## src/rtl/alu_arbiter_pkg.sv

```systemverilog
// Shared definitions for the accumulator-ALU arbiter slice.
// Latency: n/a (constants, types and a pure helper function only).
// Backpressure: n/a.
//
// Contents: ALU_* operation codes, ARB_* sequencer state encodings,
// op_is_err() which decides whether a request is rejected without touching the ALU.
package alu_arbiter_pkg;

  // Operation codes understood by the accumulator ALU. 5..7 are unused.
  localparam logic [2:0] ALU_NONE = 3'd0;
  localparam logic [2:0] ALU_ADD  = 3'd1;
  localparam logic [2:0] ALU_MUL  = 3'd2;
  localparam logic [2:0] ALU_DIV  = 3'd3;
  localparam logic [2:0] ALU_MOD  = 3'd4;

  // Sequencer states.
  typedef enum logic [2:0] {
    ARB_IDLE = 3'd0,
    ARB_LOAD = 3'd1,
    ARB_EXEC = 3'd2,
    ARB_CAPT = 3'd3,
    ARB_RESP = 3'd4
  } arb_state_t;

  // A request is rejected outright when the opcode is unknown or when it
  // would divide by zero; such requests never reach the ALU.
  function automatic logic op_is_err(input logic [2:0] op, input logic b_zero);
    return (op > ALU_MOD) || (((op == ALU_DIV) || (op == ALU_MOD)) && b_zero);
  endfunction

endpackage

```

## src/rtl/alu_arbiter_if.sv

```systemverilog
// Bundle of requester handshakes, response lines and ALU control/result lines.
// Latency: n/a (wiring only).
// Backpressure: requests use valid/ready; responses are unconditional pulses.
//
// Modports:
//   slave  - the arbiter: consumes requests and alu_dout, drives ready/rsp/alu_*.
//   master - the environment: requesters plus the ALU itself.
interface alu_arbiter_if #(
  parameter int DW = 8
) ();

  logic          req0_valid;
  logic          req0_ready;
  logic [2:0]    req0_op;
  logic [DW-1:0] req0_a;
  logic [DW-1:0] req0_b;

  logic          req1_valid;
  logic          req1_ready;
  logic [2:0]    req1_op;
  logic [DW-1:0] req1_a;
  logic [DW-1:0] req1_b;

  logic          rsp0_valid;
  logic          rsp1_valid;
  logic [DW-1:0] rsp_data;
  logic          rsp_err;

  logic [2:0]    alu_op;
  logic [DW-1:0] alu_bus;
  logic          alu_wen;
  logic          alu_inc;
  logic          alu_rst;
  logic [DW-1:0] alu_dout;

  modport slave (
    input  req0_valid, req0_op, req0_a, req0_b,
    input  req1_valid, req1_op, req1_a, req1_b,
    output req0_ready, req1_ready,
    output rsp0_valid, rsp1_valid, rsp_data, rsp_err,
    output alu_op, alu_bus, alu_wen, alu_inc, alu_rst,
    input  alu_dout
  );

  modport master (
    output req0_valid, req0_op, req0_a, req0_b,
    output req1_valid, req1_op, req1_a, req1_b,
    input  req0_ready, req1_ready,
    input  rsp0_valid, rsp1_valid, rsp_data, rsp_err,
    input  alu_op, alu_bus, alu_wen, alu_inc, alu_rst,
    output alu_dout
  );

endinterface

```

## src/rtl/alu_arbiter_rr_arb2.sv

```systemverilog
// Two-way round-robin grant with a remembered last winner.
// Latency: grant is combinational from req; last_grant updates on the clock after update.
// Backpressure: none; the caller decides when a grant is consumed (update).
//
// Ports: Clk, RST (sync, active-high); req[1:0] requests in; update marks the
// grant as taken; grant_vld/grant_idx give the current winner.
module rr_arb2 #(
  parameter int FIRST_PRIO = 0
) (
  input  logic       Clk,
  input  logic       RST,
  input  logic [1:0] req,
  input  logic       update,
  output logic       grant_vld,
  output logic       grant_idx
);

  localparam logic FIRST_IDX = FIRST_PRIO[0];

  logic last_grant;

  // With a single requester it wins outright; on contention the one that
  // did not win last time goes first.
  always_comb begin
    grant_vld = |req;
    if (req == 2'b11) begin
      grant_idx = ~last_grant;
    end else begin
      grant_idx = req[1];
    end
  end

  // Reset value makes FIRST_PRIO the winner of the first contention.
  always_ff @(posedge Clk) begin
    if (RST) begin
      last_grant <= ~FIRST_IDX;
    end else if (update) begin
      last_grant <= grant_idx;
    end
  end

endmodule

```

## src/rtl/alu_arbiter.sv

```systemverilog
// Arbitrates two requesters onto the shared accumulator ALU and sequences load/exec/capture.
// Latency: accept->response 4 cycles (arith), 3 (NONE), 1 (rejected op); one idle cycle between jobs.
// Backpressure: requesters stall on ready while a job is in flight; responses cannot be stalled.
//
// Ports: Clk, RST (sync, active-high); bus (alu_arbiter_if.slave) carries both
// request handshakes, the shared response lines and the ALU control/result lines.
module alu_arbiter
  import alu_arbiter_pkg::*;
#(
  parameter int DW         = 8,
  parameter int FIRST_PRIO = 0
) (
  input  logic         Clk,
  input  logic         RST,
  alu_arbiter_if.slave bus
);

  arb_state_t    state;
  logic [2:0]    op_q;
  logic [DW-1:0] a_q;
  logic [DW-1:0] b_q;
  logic          owner_q;

  logic          rsp0_valid_q;
  logic          rsp1_valid_q;
  logic [DW-1:0] rsp_data_q;
  logic          rsp_err_q;

  logic [1:0]    req_vec;
  logic          grant_vld;
  logic          grant_idx;
  logic          accept;

  logic [2:0]    sel_op;
  logic [DW-1:0] sel_a;
  logic [DW-1:0] sel_b;

  assign req_vec = {bus.req1_valid, bus.req0_valid};

  rr_arb2 #(
    .FIRST_PRIO(FIRST_PRIO)
  ) u_rr_arb2 (
    .Clk      (Clk),
    .RST      (RST),
    .req      (req_vec),
    .update   (accept),
    .grant_vld(grant_vld),
    .grant_idx(grant_idx)
  );

  // Accept only from IDLE; RST masks ready so nothing is taken in a reset cycle.
  assign accept         = (state == ARB_IDLE) && grant_vld && !RST;
  assign bus.req0_ready = accept && !grant_idx;
  assign bus.req1_ready = accept &&  grant_idx;

  assign sel_op = grant_idx ? bus.req1_op : bus.req0_op;
  assign sel_a  = grant_idx ? bus.req1_a  : bus.req0_a;
  assign sel_b  = grant_idx ? bus.req1_b  : bus.req0_b;

  always_ff @(posedge Clk) begin
    if (RST) begin
      state        <= ARB_IDLE;
      op_q         <= ALU_NONE;
      a_q          <= '0;
      b_q          <= '0;
      owner_q      <= 1'b0;
      rsp0_valid_q <= 1'b0;
      rsp1_valid_q <= 1'b0;
      rsp_data_q   <= '0;
      rsp_err_q    <= 1'b0;
    end else begin
      // Response valids are single-cycle: set only on the edge into RESP.
      rsp0_valid_q <= 1'b0;
      rsp1_valid_q <= 1'b0;
      case (state)
        ARB_IDLE: begin
          if (accept) begin
            op_q    <= sel_op;
            a_q     <= sel_a;
            b_q     <= sel_b;
            owner_q <= grant_idx;
            if (op_is_err(sel_op, sel_b == '0)) begin
              rsp_err_q    <= 1'b1;
              rsp_data_q   <= '0;
              rsp0_valid_q <= !grant_idx;
              rsp1_valid_q <=  grant_idx;
              state        <= ARB_RESP;
            end else begin
              state <= ARB_LOAD;
            end
          end
        end
        ARB_LOAD: begin
          // A pure load needs no execute step; the accumulator already holds A.
          state <= (op_q == ALU_NONE) ? ARB_CAPT : ARB_EXEC;
        end
        ARB_EXEC: begin
          state <= ARB_CAPT;
        end
        ARB_CAPT: begin
          rsp_data_q   <= bus.alu_dout;
          rsp_err_q    <= 1'b0;
          rsp0_valid_q <= !owner_q;
          rsp1_valid_q <=  owner_q;
          state        <= ARB_RESP;
        end
        ARB_RESP: begin
          state <= ARB_IDLE;
        end
        default: begin
          state <= ARB_IDLE;
        end
      endcase
    end
  end

  assign bus.rsp0_valid = rsp0_valid_q;
  assign bus.rsp1_valid = rsp1_valid_q;
  assign bus.rsp_data   = rsp_data_q;
  assign bus.rsp_err    = rsp_err_q;

  // ALU control decode. The accumulator is held cleared while idle so one
  // requester's result can never be observed by the next.
  always_comb begin
    bus.alu_op  = ALU_NONE;
    bus.alu_bus = '0;
    bus.alu_wen = 1'b0;
    bus.alu_inc = 1'b0;
    bus.alu_rst = RST || (state == ARB_IDLE);
    case (state)
      ARB_LOAD: begin
        bus.alu_wen = 1'b1;
        bus.alu_bus = a_q;
      end
      ARB_EXEC: begin
        bus.alu_op  = op_q;
        bus.alu_bus = b_q;
      end
      default: begin
      end
    endcase
  end

endmodule

```

## src/flat_wrapper.sv

```systemverilog
// flat-port wrapper written by rule: the top's interface ports become plain ports
module alu_arbiter_flat import alu_arbiter_pkg::*;
#(
  parameter int DW         = 8,
  parameter int FIRST_PRIO = 0
)
  (Clk, RST, bus_req0_valid, bus_req0_op, bus_req0_a, bus_req0_b, bus_req1_valid, bus_req1_op, bus_req1_a, bus_req1_b, bus_req0_ready, bus_req1_ready, bus_rsp0_valid, bus_rsp1_valid, bus_rsp_data, bus_rsp_err, bus_alu_op, bus_alu_bus, bus_alu_wen, bus_alu_inc, bus_alu_rst, bus_alu_dout);
  alu_arbiter_if #(.DW(DW)) bus_i ();
  input  logic Clk;
  input  logic RST;
  input wire logic [$bits(bus_i.req0_valid)-1:0] bus_req0_valid;
  input wire logic [$bits(bus_i.req0_op)-1:0] bus_req0_op;
  input wire logic [$bits(bus_i.req0_a)-1:0] bus_req0_a;
  input wire logic [$bits(bus_i.req0_b)-1:0] bus_req0_b;
  input wire logic [$bits(bus_i.req1_valid)-1:0] bus_req1_valid;
  input wire logic [$bits(bus_i.req1_op)-1:0] bus_req1_op;
  input wire logic [$bits(bus_i.req1_a)-1:0] bus_req1_a;
  input wire logic [$bits(bus_i.req1_b)-1:0] bus_req1_b;
  output wire logic [$bits(bus_i.req0_ready)-1:0] bus_req0_ready;
  output wire logic [$bits(bus_i.req1_ready)-1:0] bus_req1_ready;
  output wire logic [$bits(bus_i.rsp0_valid)-1:0] bus_rsp0_valid;
  output wire logic [$bits(bus_i.rsp1_valid)-1:0] bus_rsp1_valid;
  output wire logic [$bits(bus_i.rsp_data)-1:0] bus_rsp_data;
  output wire logic [$bits(bus_i.rsp_err)-1:0] bus_rsp_err;
  output wire logic [$bits(bus_i.alu_op)-1:0] bus_alu_op;
  output wire logic [$bits(bus_i.alu_bus)-1:0] bus_alu_bus;
  output wire logic [$bits(bus_i.alu_wen)-1:0] bus_alu_wen;
  output wire logic [$bits(bus_i.alu_inc)-1:0] bus_alu_inc;
  output wire logic [$bits(bus_i.alu_rst)-1:0] bus_alu_rst;
  input wire logic [$bits(bus_i.alu_dout)-1:0] bus_alu_dout;
  assign bus_i.req0_valid = bus_req0_valid;
  assign bus_i.req0_op = bus_req0_op;
  assign bus_i.req0_a = bus_req0_a;
  assign bus_i.req0_b = bus_req0_b;
  assign bus_i.req1_valid = bus_req1_valid;
  assign bus_i.req1_op = bus_req1_op;
  assign bus_i.req1_a = bus_req1_a;
  assign bus_i.req1_b = bus_req1_b;
  assign bus_req0_ready = bus_i.req0_ready;
  assign bus_req1_ready = bus_i.req1_ready;
  assign bus_rsp0_valid = bus_i.rsp0_valid;
  assign bus_rsp1_valid = bus_i.rsp1_valid;
  assign bus_rsp_data = bus_i.rsp_data;
  assign bus_rsp_err = bus_i.rsp_err;
  assign bus_alu_op = bus_i.alu_op;
  assign bus_alu_bus = bus_i.alu_bus;
  assign bus_alu_wen = bus_i.alu_wen;
  assign bus_alu_inc = bus_i.alu_inc;
  assign bus_alu_rst = bus_i.alu_rst;
  assign bus_i.alu_dout = bus_alu_dout;
  alu_arbiter #(.DW(DW), .FIRST_PRIO(FIRST_PRIO)) u_core (.Clk(Clk), .RST(RST), .bus(bus_i));
endmodule
```

## config.mk

```make
export PLATFORM = sky130hd
export DESIGN_NAME = alu_arbiter_flat
export DESIGN_NICKNAME = d
export VERILOG_FILES = /design/src/rtl/alu_arbiter_pkg.sv /design/src/rtl/alu_arbiter_if.sv /design/src/rtl/alu_arbiter_rr_arb2.sv /design/src/rtl/alu_arbiter.sv /design/src/flat_wrapper.sv
export SDC_FILE = /design/constraint.sdc
export NUM_CORES = 1
export LEC_CHECK = 0
export CAP_MARGIN = 20
export CELL_PAD_IN_SITES_DETAIL_PLACEMENT = 1
export CELL_PAD_IN_SITES_GLOBAL_PLACEMENT = 1
export CORE_UTILIZATION = 29
export CTS_BUF_LIST = sky130_fd_sc_hd__clkbuf_8
export CTS_CLUSTER_SIZE = 16
export DETAILED_ROUTE_END_ITERATION = 6
export GPL_TIMING_DRIVEN = 0
export PLACE_DENSITY = 0.9
export RECOVER_POWER = 50
export SLEW_MARGIN = 20
export SYNTH_ARGS = -nofsm -noshare
export SYNTH_HDL_FRONTEND = slang
export SYNTH_SLANG_ARGS = --single-unit
```

## constraint.sdc

```tcl
create_clock -name Clk -period 2 [get_ports Clk]
set_clock_uncertainty 0.15 [all_clocks]
set_input_delay 0.3 -clock Clk [delete_from_list [all_inputs] [get_ports Clk]]
set_output_delay 0.3 -clock Clk [all_outputs]
set_load 0.02 [all_outputs]
```

== After elaboration in Yosys (flattened, before gate mapping) ==
Index checks and enable logic that the tools add are counted.

* $lt $le $gt $ge: 1
* Reduce and logical (&&, ||, !) cells: 18
* Bitwise operators: 1
* Equal/unequal tests: 8
* Muxes and demuxes: 23

{| class="wikitable"
|+ Operators by type and width
! operator !! number
|-
| 8-bit 2-to-1 mux || 4
|-
| 8-bit one-hot mux with 2 select lines || 2
|-
| 3-bit 2-to-1 mux || 4
|-
| 3-bit one-hot mux with 4 select lines || 1
|-
| 3-bit by 2-bit equality test with 1-bit output (second input constant) || 3
|-
| 1-bit 2-to-1 mux || 9
|-
| 8-bit zero test || 1
|-
| 3-bit zero test || 2
|-
| 1-bit one-hot mux with 2 select lines || 3
|-
| 1-bit logical AND || 5
|-
| 3-bit by 1-bit equality test with 1-bit output (second input constant) || 1
|-
| 3-bit equality test (second input constant) || 1
|-
| 3-bit > comparator (second input constant) || 1
|-
| 1-bit zero test || 3
|-
| 1-bit logical OR || 3
|-
| 3-bit AND reduction || 1
|-
| 2-bit equality test (second input constant) || 1
|-
| 2-bit by 1-bit != test with 1-bit output (second input constant) || 1
|-
| 2-bit != test (second input constant) || 1
|-
| 2-bit AND reduction || 1
|-
| 2-bit nonzero test || 1
|-
| 2-bit OR reduction || 1
|-
| 1-bit NOT || 1
|}

* Flip-flop bits (word level): 35
* Logic and storage cells: 61
* Output and inout port bits: 27

== Logic depth before layout (Yosys ltp) ==
Gate-level depths: netlist of the first run.

* Depth after elaboration: 10
* Gate-level depth with buffers: 8
* Mapped depth without buffers: 5

== Modules after synthesis ==
A second synthesis of the first run with hierarchy kept.

* Cells, all modules: 217
* Area total of the unflattened synthesis: 1951.9 um2

{| class="wikitable"
|+ Modules (own cells, without submodules)
! module !! instances !! area each (um2) !! cells an instance
|-
| alu_arbiter || 1 || 1903.1 || 212
|-
| rr_arb2 || 1 || 48.8 || 5
|}

== Least setup slack after synthesis of the first run ==
Ideal clock, no wire load.

* Path kind: register to output
* Start point: register u_core.state[1]
* End point: output bus_alu_bus[0]
* Arrival: 1.270 ns
* Slack: 0.280 ns
* Cell stages (with the launch flop): 6
* Cells stage by stage: dfxtp_1 -> buf_2 -> nor2b_1 -> clkbuf_1 -> a22oi_1 -> nor2_1

* Cells in the longest elaborated chain, start to end: 2
* Elaborated cells between the ends (all ways): 3
* Those cells by class: 2 x eq/ne; 1 x mux

{| class="wikitable"
|+ RTL lines
! what !! RTL line !! source
|-
| start, declared || alu_arbiter.sv:18 || <nowiki>arb_state_t state;</nowiki>
|-
| start signal, assigned || alu_arbiter.sv:95 || <nowiki>state <= (op_q == ALU_NONE) ? ARB_CAPT : ARB_EXEC;</nowiki>
|-
| 3-bit by 2-bit equality test with 1-bit output / 3-bit by 1-bit equality test with 1-bit output (equally long branches) || alu_arbiter.sv:130 || <nowiki>case (state)</nowiki>
|-
| 8-bit one-hot mux with 2 select lines * || alu_arbiter.sv:130 ||
|-
| end, declared || flat_wrapper.sv:26 || <nowiki>output wire logic [$bits(bus_i.alu_bus)-1:0] bus_alu_bus;</nowiki>
|}

Every way passes the cells marked *; elsewhere a longest branch is shown, timed or not.

== Worst setup path after layout of the first run ==
* Start point: input bus_req1_b[4]
* End point: register u_core.rsp_data_q[5], in the netlist u_core.bus.rsp_data[5]

* Cells in the longest elaborated chain, start to end: 6

{| class="wikitable"
|+ RTL lines
! what !! RTL line !! source
|-
| start, declared || flat_wrapper.sv:18 || <nowiki>input wire logic [$bits(bus_i.req1_b)-1:0] bus_req1_b;</nowiki>
|-
| 8-bit 2-to-1 mux || alu_arbiter.sv:58 || <nowiki>assign sel_b = grant_idx ? bus.req1_b : bus.req0_b;</nowiki>
|-
| 8-bit zero test || alu_arbiter.sv:82 || <nowiki>if (op_is_err(sel_op, sel_b == '0)) begin</nowiki>
|-
| 1-bit logical AND || alu_arbiter_pkg.sv:28 || <nowiki>return (op > ALU_MOD) || (((op == ALU_DIV) || (op == ALU_MOD)) && b_zero);</nowiki>
|-
| 1-bit logical OR || alu_arbiter_pkg.sv:28 ||
|-
| 2-bit != test (no source line) || - ||
|-
| 3-bit AND reduction (no source line) || - ||
|-
| end signal, assigned || alu_arbiter.sv:101 || <nowiki>rsp_data_q <= bus.alu_dout;</nowiki>
|-
| end, declared || alu_arbiter.sv:26 || <nowiki>logic [DW-1:0] rsp_data_q;</nowiki>
|}

No other way between the ends.
A chain may end at the register's enable or synchronous reset.

==> results.ini, run 1 <==
[status]
status=completed

[power]
power_density_mw_per_mm2=1120
ir_drop_v=0.000390
p_leak_uw=0.00114
total_power_uw=2970

[placement]
port_buffers=74
post-place-ws_ps=-849
dp_cells=352
hpwlAfterDp_mm=4.45
gp_congestion=0.811

[cells_and_area]
diodes=0
num-nets-final=341
instances_no_fill=362
layout-drive-gt1-share=0.162
area_growth_pct=60.2
finish.utilization=0.481
fillers=660

[clocking]
clk_latency_ps=290
cts_sinks=35
cts_buffer_depth=2
clockRootBuffer=clkbuf_8
path_clk_slew_ps=70
cts-buffers-inserted=5
cts_tree=built
cts_max_level=2

[yosys]
synth_nets=256
synth_top_cell_by_area=dfxtp_1
async_flop_share=0
synth_top_flop_cell=dfxtp_1
synth_cell_types=34
yosysWarnings=0
synthTopCellsByArea=dfxtp_1 42%, a311oi_1 10%, nand2_1 10%
syn_avg_cell_area_sq_um=8.04
synth_seq_cells=35
synth_edf_count=0
synth_seq_area_share=0.423
netlist.area_leader.share=0.423
synth_area_sq_mm=0.00166
syn_inst=206

[setup_path]
r2r-end=u_core.bus.rsp_data[5]$_SDFFE_PP0P_
worstSetupEndpoint=u_core.bus.rsp_data[5]$_SDFFE_PP0P_
r2r_start=u_core.state[1]$_SDFFE_PP0N_
cp_data_arrival_time_ps=2030
crit_path_max_incr_delay_ps=420
path_max_fanout=10
crit_start=bus_req1_b[4]
crit_cells=7
r2r_cells=8
slowest_stage=clkdlybuf4s50_1
cp_cell_sequence=clkdlybuf4s50_1, nor4_1, nand4_1, a31oi_2, o21bai_2, buf_6, a32o_1
criticalPathCategory=in -> reg
startpoint_type=input pin
crit_family=compound AO/OA/AOI/OAI gates
cp.required_ps=2030
path_buf_inv=2
reg2reg_slack_ps=120
end_kind=flip-flop

[sta]
fin_hold_ws_ps=219
hold_viol_final=0
drv_slew=0
worst_slew_pin_slew_ps=831
period_share=0.999
rsz0062_at_grt=true
min_period_ps=2000
finalWorstSetupSlack_ps=1.82
setup_violations=0
max_freq_ghz=0.500
slew_headroom=0.443

[global_routing]
grt_pass1_wl_mm=9.77
grtUsageTotal=0.210
overflow=0
grt_pass1_vias=1976
antenna_found_initial=0
grt_max_degree=11

[route]
firstDrtPassIters=4
ant_nets=0
drc_errors=0
wl_mm=6.11
vias_per_cell=5.22
via_count=1891
routedWlPerCell_um=16.9
drt_iter0_markers=99

[job]
drv_cap=0

[floorplan]
die-area_sq_mm=0.00601
num_rows=27
die_x_um=77.6
io_pins=77
chipHeight_um=77.6
coreArea_sq_mm=0.00551
start_util=0.301

[min_path]
hp-class=in -> reg

-- placed cells by master (no fill, tap or decap), types with 3 or more instances in the layout --
master	n
o21ai_0	4
buf_6	5
clkbuf_1	8
dlygate4sd3_1	11
buf_2	9
clkdlybuf4s50_1	43
buf_4	9
inv_1	3
a311oi_1	19
nor2_1	30
dlygate4sd2_1	7
nand2_1	44
clkbuf_8	7
dfxtp_1	32
a32o_1	8
and3_1	4
a22oi_1	8
-- worst min path at each step --
| stage | start | to | slack [ps] | cells past startpoint |
|---|---|---|---|---|
| after floorplan | bus_alu_dout[0] | u_core.bus.rsp_data[0]$_SDFFE_PP0P_ | 270 | 1 |
| after global placement | u_core.bus.rsp_err$_SDFFE_PP0P_ | u_core.bus.rsp_err$_SDFFE_PP0P_ | 280 | 2 |
| after detailed placement | u_core.bus.rsp_err$_SDFFE_PP0P_ | u_core.bus.rsp_err$_SDFFE_PP0P_ | 320 | 2 |
| after CTS | RST | u_core.u_rr_arb2.last_grant$_SDFFE_PP1P_ | 230 | 3 |
| after global routing | bus_req0_b[7] | u_core.b_q[7]$_SDFFE_PP0P_ | 240 | 3 |
| final | bus_req1_b[2] | u_core.b_q[2]$_SDFFE_PP0P_ | 220 | 3 |
-- Yosys cell counts, types with 3 or more instances --
cell / number
and3_1: 4
buf_2: 3
a311oi_1: 19
nand2_1: 44
clkbuf_1: 14
nor2_1: 32
a32o_1: 8
a22oi_1: 8
dfxtp_1: 35
o21ai_0: 4
-- kinds of logic (layout without fill, tap and decap cells) --
kind of cell | after synthesis | after routing | synth area share
other | 1 | 1 | 0.00227
AND/OR/NAND/NOR | 97 | 97 | 0.259
multiplexers | 1 | 1 | 0.00605
AO/OA/AOI/OAI | 50 | 50 | 0.248
flip-flops | 35 | 35 | 0.423
buffers and inverters | 22 | 106 | 0.0612
-- area by class of cell --
class	instances	area, sq um	share of cell area
plain buffers	19	131	0.0496
repair buffers	79	737	0.278
clock buffers	5	68.8	0.0260
flip-flops and latches	35	707	0.267
clock inverters	1	3.75	0.00142
multi-input cells	149	906	0.342
well taps	72	90.1	0.0340
inverters	2	7.51	0.00283
-- worst min-delay path, stage by stage --
cell	delay (ps)
dlymetal6s2s_1	160
nand2_1	80
a311oi_1	80
-- repair_timing --
| action | in CTS | in global routing |
|---|---|---|
| setup endpoints to repair | 41 | 18 |
| hold buffers | 0 | 0 |
| pin swaps | 2 | 9 |
| buffers inserted | 1 | 4 |
| gates cloned | 0 | 0 |
| resized for setup | 69 | 25 |
-- power breakdown --
group	internal, uW	leakage, uW	switching, uW	total, uW
clock	227	0.0000413	246	473
sequential	915	0.000290	149	1060
combinational	624	0.000810	813	1440
-- flip-flops by register name (all words and copies together) (netlist names) --
name / count
u_core.a_q: 8
u_core.b_q: 8
u_core.bus.rsp0_valid: 1
u_core.bus.rsp1_valid: 1
u_core.bus.rsp_data: 8
u_core.bus.rsp_err: 1
u_core.op_q: 3
u_core.owner_q: 1
u_core.state: 3
u_core.u_rr_arb2.last_grant: 1
-- metal layers --
metal,global-route usage,vias to the layer above,routed length (um)
met5,0,-,0
met4,0.0792,0,100
met3,0.0435,10,237
met2,0.356,56,3020
met1,0.261,919,2760
li1,-,906,-
-- through the flow --
step / cell area, sq um / setup TNS [ps]
after global routing: 2650 / -290
after detailed placement: 2490 / -16380
final: 2650 / 0
after floorplan: 1660 / 0
after CTS: 2600 / 0
after global placement: 2490 / -14030
(Power assumes the default switching activity.)
==> inputs of run 2 (changes only) <==
CORE_UTILIZATION = 33   (was 29)
MAX_ROUTING_LAYER = met4   (was not set)
PLACE_DENSITY = 0.92   (was 0.9)
SYNTH_HIERARCHICAL = 1   (was not set)
==> run 2 against run 1 <==
Compared with the run above: the run now ends with negative setup slack left; cell area is 18% higher; hold slack better by 95 ps; largest cell class unchanged; via count is 13% higher; clock power hardly changed; worst setup slack worse by 260 ps; maximum frequency is 11% lower; highest routed layer unchanged; sequential share of layout area is 4.0 points lower; sequential cell count stayed put.
==> results.ini, run 2 <==
[power]
total_power_uw=3300  ; +11%
seqPwrFrac=0.301  ; -0.057
switching_share=0.401  ; -0.00533
p_int_uw=1980  ; +12%
power_density_mw_per_mm2=1050  ; -6.0%
pwr-share-comb=0.555  ; +0.072
p_leak_uw=0.00127  ; +11%
p_switching_uw=1320  ; +9.5%
ir_drop_v=0.000460  ; +18%
p_clk_frac=0.144  ; -0.015

[floorplan]
io_pins=77  ; unchanged
coreArea_sq_mm=0.00561  ; +1.8%
num_rows=27  ; unchanged
die_x_um=78.9  ; +1.7%
die-area_sq_mm=0.00623  ; +3.5%
chipHeight_um=78.9  ; +1.7%
start_util=0.348  ; +0.0474

[global_routing]
grtUsageTotal=0.255  ; +0.0450
grt_max_degree=11  ; unchanged
grt_pass1_vias=2257  ; +14%
overflow=0  ; unchanged
grt_pass1_wl_mm=11.6  ; +19%
antenna_found_initial=0  ; unchanged

[setup_path]
crit_path_max_incr_delay_ps=390  ; -30 ps
cp.required_ps=1550  ; -480 ps
slowest_stage=or3b_4
criticalPathCategory=reg -> out
crit_family=simple AND/OR/NAND/NOR gates
path_max_fanout=3  ; -7
reg2reg_slack_ps=-160  ; -280 ps
cp_data_arrival_time_ps=1810  ; -220 ps
end_kind=output port
path_buf_inv=4  ; +2
cp_cell_sequence=or3b_4, or3_4, clkinv_4, buf_8, nand2_4, inv_2, buf_6
startpoint_type=flip-flop

[route]
vias_per_cell=5.52  ; +5.6%
ant_nets=0  ; unchanged
wl_mm=7.62  ; +25%
routedWlPerCell_um=19.7  ; +17%
drt_iter0_markers=55  ; -44%
firstDrtPassIters=4  ; unchanged
drc_errors=0  ; unchanged
via_count=2135  ; +13%

[sta]
rsz0062_at_grt=true
setup_violations=14  ; +14
worst_slew_pin_slew_ps=937  ; +106 ps
fin_hold_ws_ps=314  ; +94.9 ps
max_freq_ghz=0.443  ; -11%
hold_viol_final=0  ; unchanged
period_share=1.13  ; +0.129
slew_headroom=0.370  ; -0.0728
finalWorstSetupSlack_ps=-255  ; -257 ps
min_period_ps=2260  ; +257 ps
drv_slew=0  ; unchanged

[clocking]
cts-buffers-inserted=5  ; unchanged
cts_tree=built
cts_sinks=35  ; unchanged
clk_latency_ps=290  ; about the same
path_clk_slew_ps=70  ; about the same
clockRootBuffer=clkbuf_8
cts_buffer_depth=2  ; unchanged
cts_max_level=2  ; unchanged

[cells_and_area]
final_cell_mix=48 x clkdlybuf4s50_1, 32 x dfxtp_1, 31 x nor2_1
final_area_sq_mm=0.00313  ; +18%
layout-drive-gt1-share=0.295  ; +0.133
num-nets-final=366  ; +7.3%
fillers=664  ; +0.61%
area_growth_pct=60.4
diodes=0  ; unchanged
finish.utilization=0.558  ; +0.0770
final_common_cell=clkdlybuf4s50_1

[yosys]
async_flop_share=0  ; unchanged
netlist.area_leader.share=0.359  ; -0.0643
synthTopCellsByArea=dfxtp_1 36%, a211oi_2 12%, mux2i_1 9.2%
synth_top_flop_cell=dfxtp_1
syn_inst=217  ; +5.3%
synth_nets=267  ; +4.3%
synth_cell_types=43  ; +26%
synth_seq_cells=35  ; unchanged
synth_edf_count=0  ; unchanged
yosysWarnings=6  ; +6
synth_seq_area_share=0.359  ; -0.0643
syn_avg_cell_area_sq_um=8.99  ; +12%
synth_area_sq_mm=0.00195  ; +18%
synth_top_cell_by_area=dfxtp_1
synth_common_cells=35 x dfxtp_1, 35 x nor2_1, 18 x a211oi_2, 18 x mux2i_1, 17 x nand2_1

[placement]
post-place-ws_ps=-1140  ; -292 ps
gp_congestion=0.861  ; +6.2%
port_buffers=75  ; +1.4%
hpwlAfterDp_mm=4.89  ; +9.7%
place_area_sq_mm=0.00280  ; +13%

[status]
status=finished with violations
violations=negative setup slack

[job]
drv_cap=0  ; unchanged

[min_path]
hp-class=reg -> reg

==> run 2: worst paths after layout <==
kind                                       startpoint                          endpoint  depth (start not counted)
max                      u_core/state[0]$_SDFFE_PP0P_                    bus_req1_ready                          7
min                   u_core/bus.rsp_err$_SDFFE_PP0P_   u_core/bus.rsp_err$_SDFFE_PP0P_                          2
max reg2reg  u_core/u_rr_arb2/last_grant$_SDFFE_PP1P_  u_core/bus.rsp0_valid$_SDFF_PP0_                          6
min reg2reg           u_core/bus.rsp_err$_SDFFE_PP0P_   u_core/bus.rsp_err$_SDFFE_PP0P_                          2
==> run 2: through the flow <==
step,setup TNS (ps),instances
3_5_place_dp,-25290,364
5_1_grt,-3340,387
4_1_cts,-2280,385
3_3_place_gp,-22550,364
6_report,-1320,387
2_1_floorplan,-4.35,217
==> run 2: what timing repair did <==
| action | in CTS | in global routing |
|---|---|---|
| hold buffers | 0 | 0 |
| buffers inserted | 16 | 4 |
| resized for setup | 99 | 30 |
| pin swaps | 7 | 15 |
| cloned | 1 | 0 |
| endpoints found under the hold margin | 0 | 0 |
| setup endpoints to repair | 49 | 46 |
==> run 2: power groups by stage <==
stage          Combinational [uW]  Sequential, uW  Clock (uW)
2_1_floorplan                 855             989           0
3_3_place_gp                 1330             976           0
3_5_place_dp                 1380             989           0
4_1_cts                      1650             982         492
5_1_grt                      1930            1010         519
6_report                     1830             993         475
==> run 2: routing by layer <==
| layer | wire (um) | vias to the layer above | track usage |
|---|---|---|---|
| met2 | 4000 | 71 | 0.457 |
| met5 | 0 | - | - |
| li1 | - | 998 | - |
| met3 | 309 | 18 | 0.0517 |
| met4 | 210 | 0 | 0.0982 |
| met1 | 3090 | 1048 | 0.278 |
==> run 2: worst register-to-register path: cells and delay by family (launching register included) <==
| family | cells | cell delay, ps |
|---|---|---|
| AOI/OAI and AO/OA | 2 | 520 |
| buffers and inverters | 1 | 270 |
| DFF | 1 | 310 |
| and+or+nand+nor | 3 | 790 |
==> run 2: kinds of logic after synthesis <==
group,Yosys count,share of synthesized area
buffers and inverters,22,0.0673
and+or+nand+nor,92,0.238
muxes,18,0.0923
AOI/OAI and AO/OA,49,0.241
DFF,35,0.359
other,1,0.00192
==> run 2: area by class of cell <==
cell class	count	area, sq um	share of cell area
multi-input cells	160	1180	0.378
plain buffers	14	111	0.0356
flip-flops and latches	35	709	0.227
inverters	4	21.3	0.00679
well taps	72	90.1	0.0288
clock inverters	1	3.75	0.00120
clock buffers	5	68.8	0.0220
repair buffers	96	945	0.302
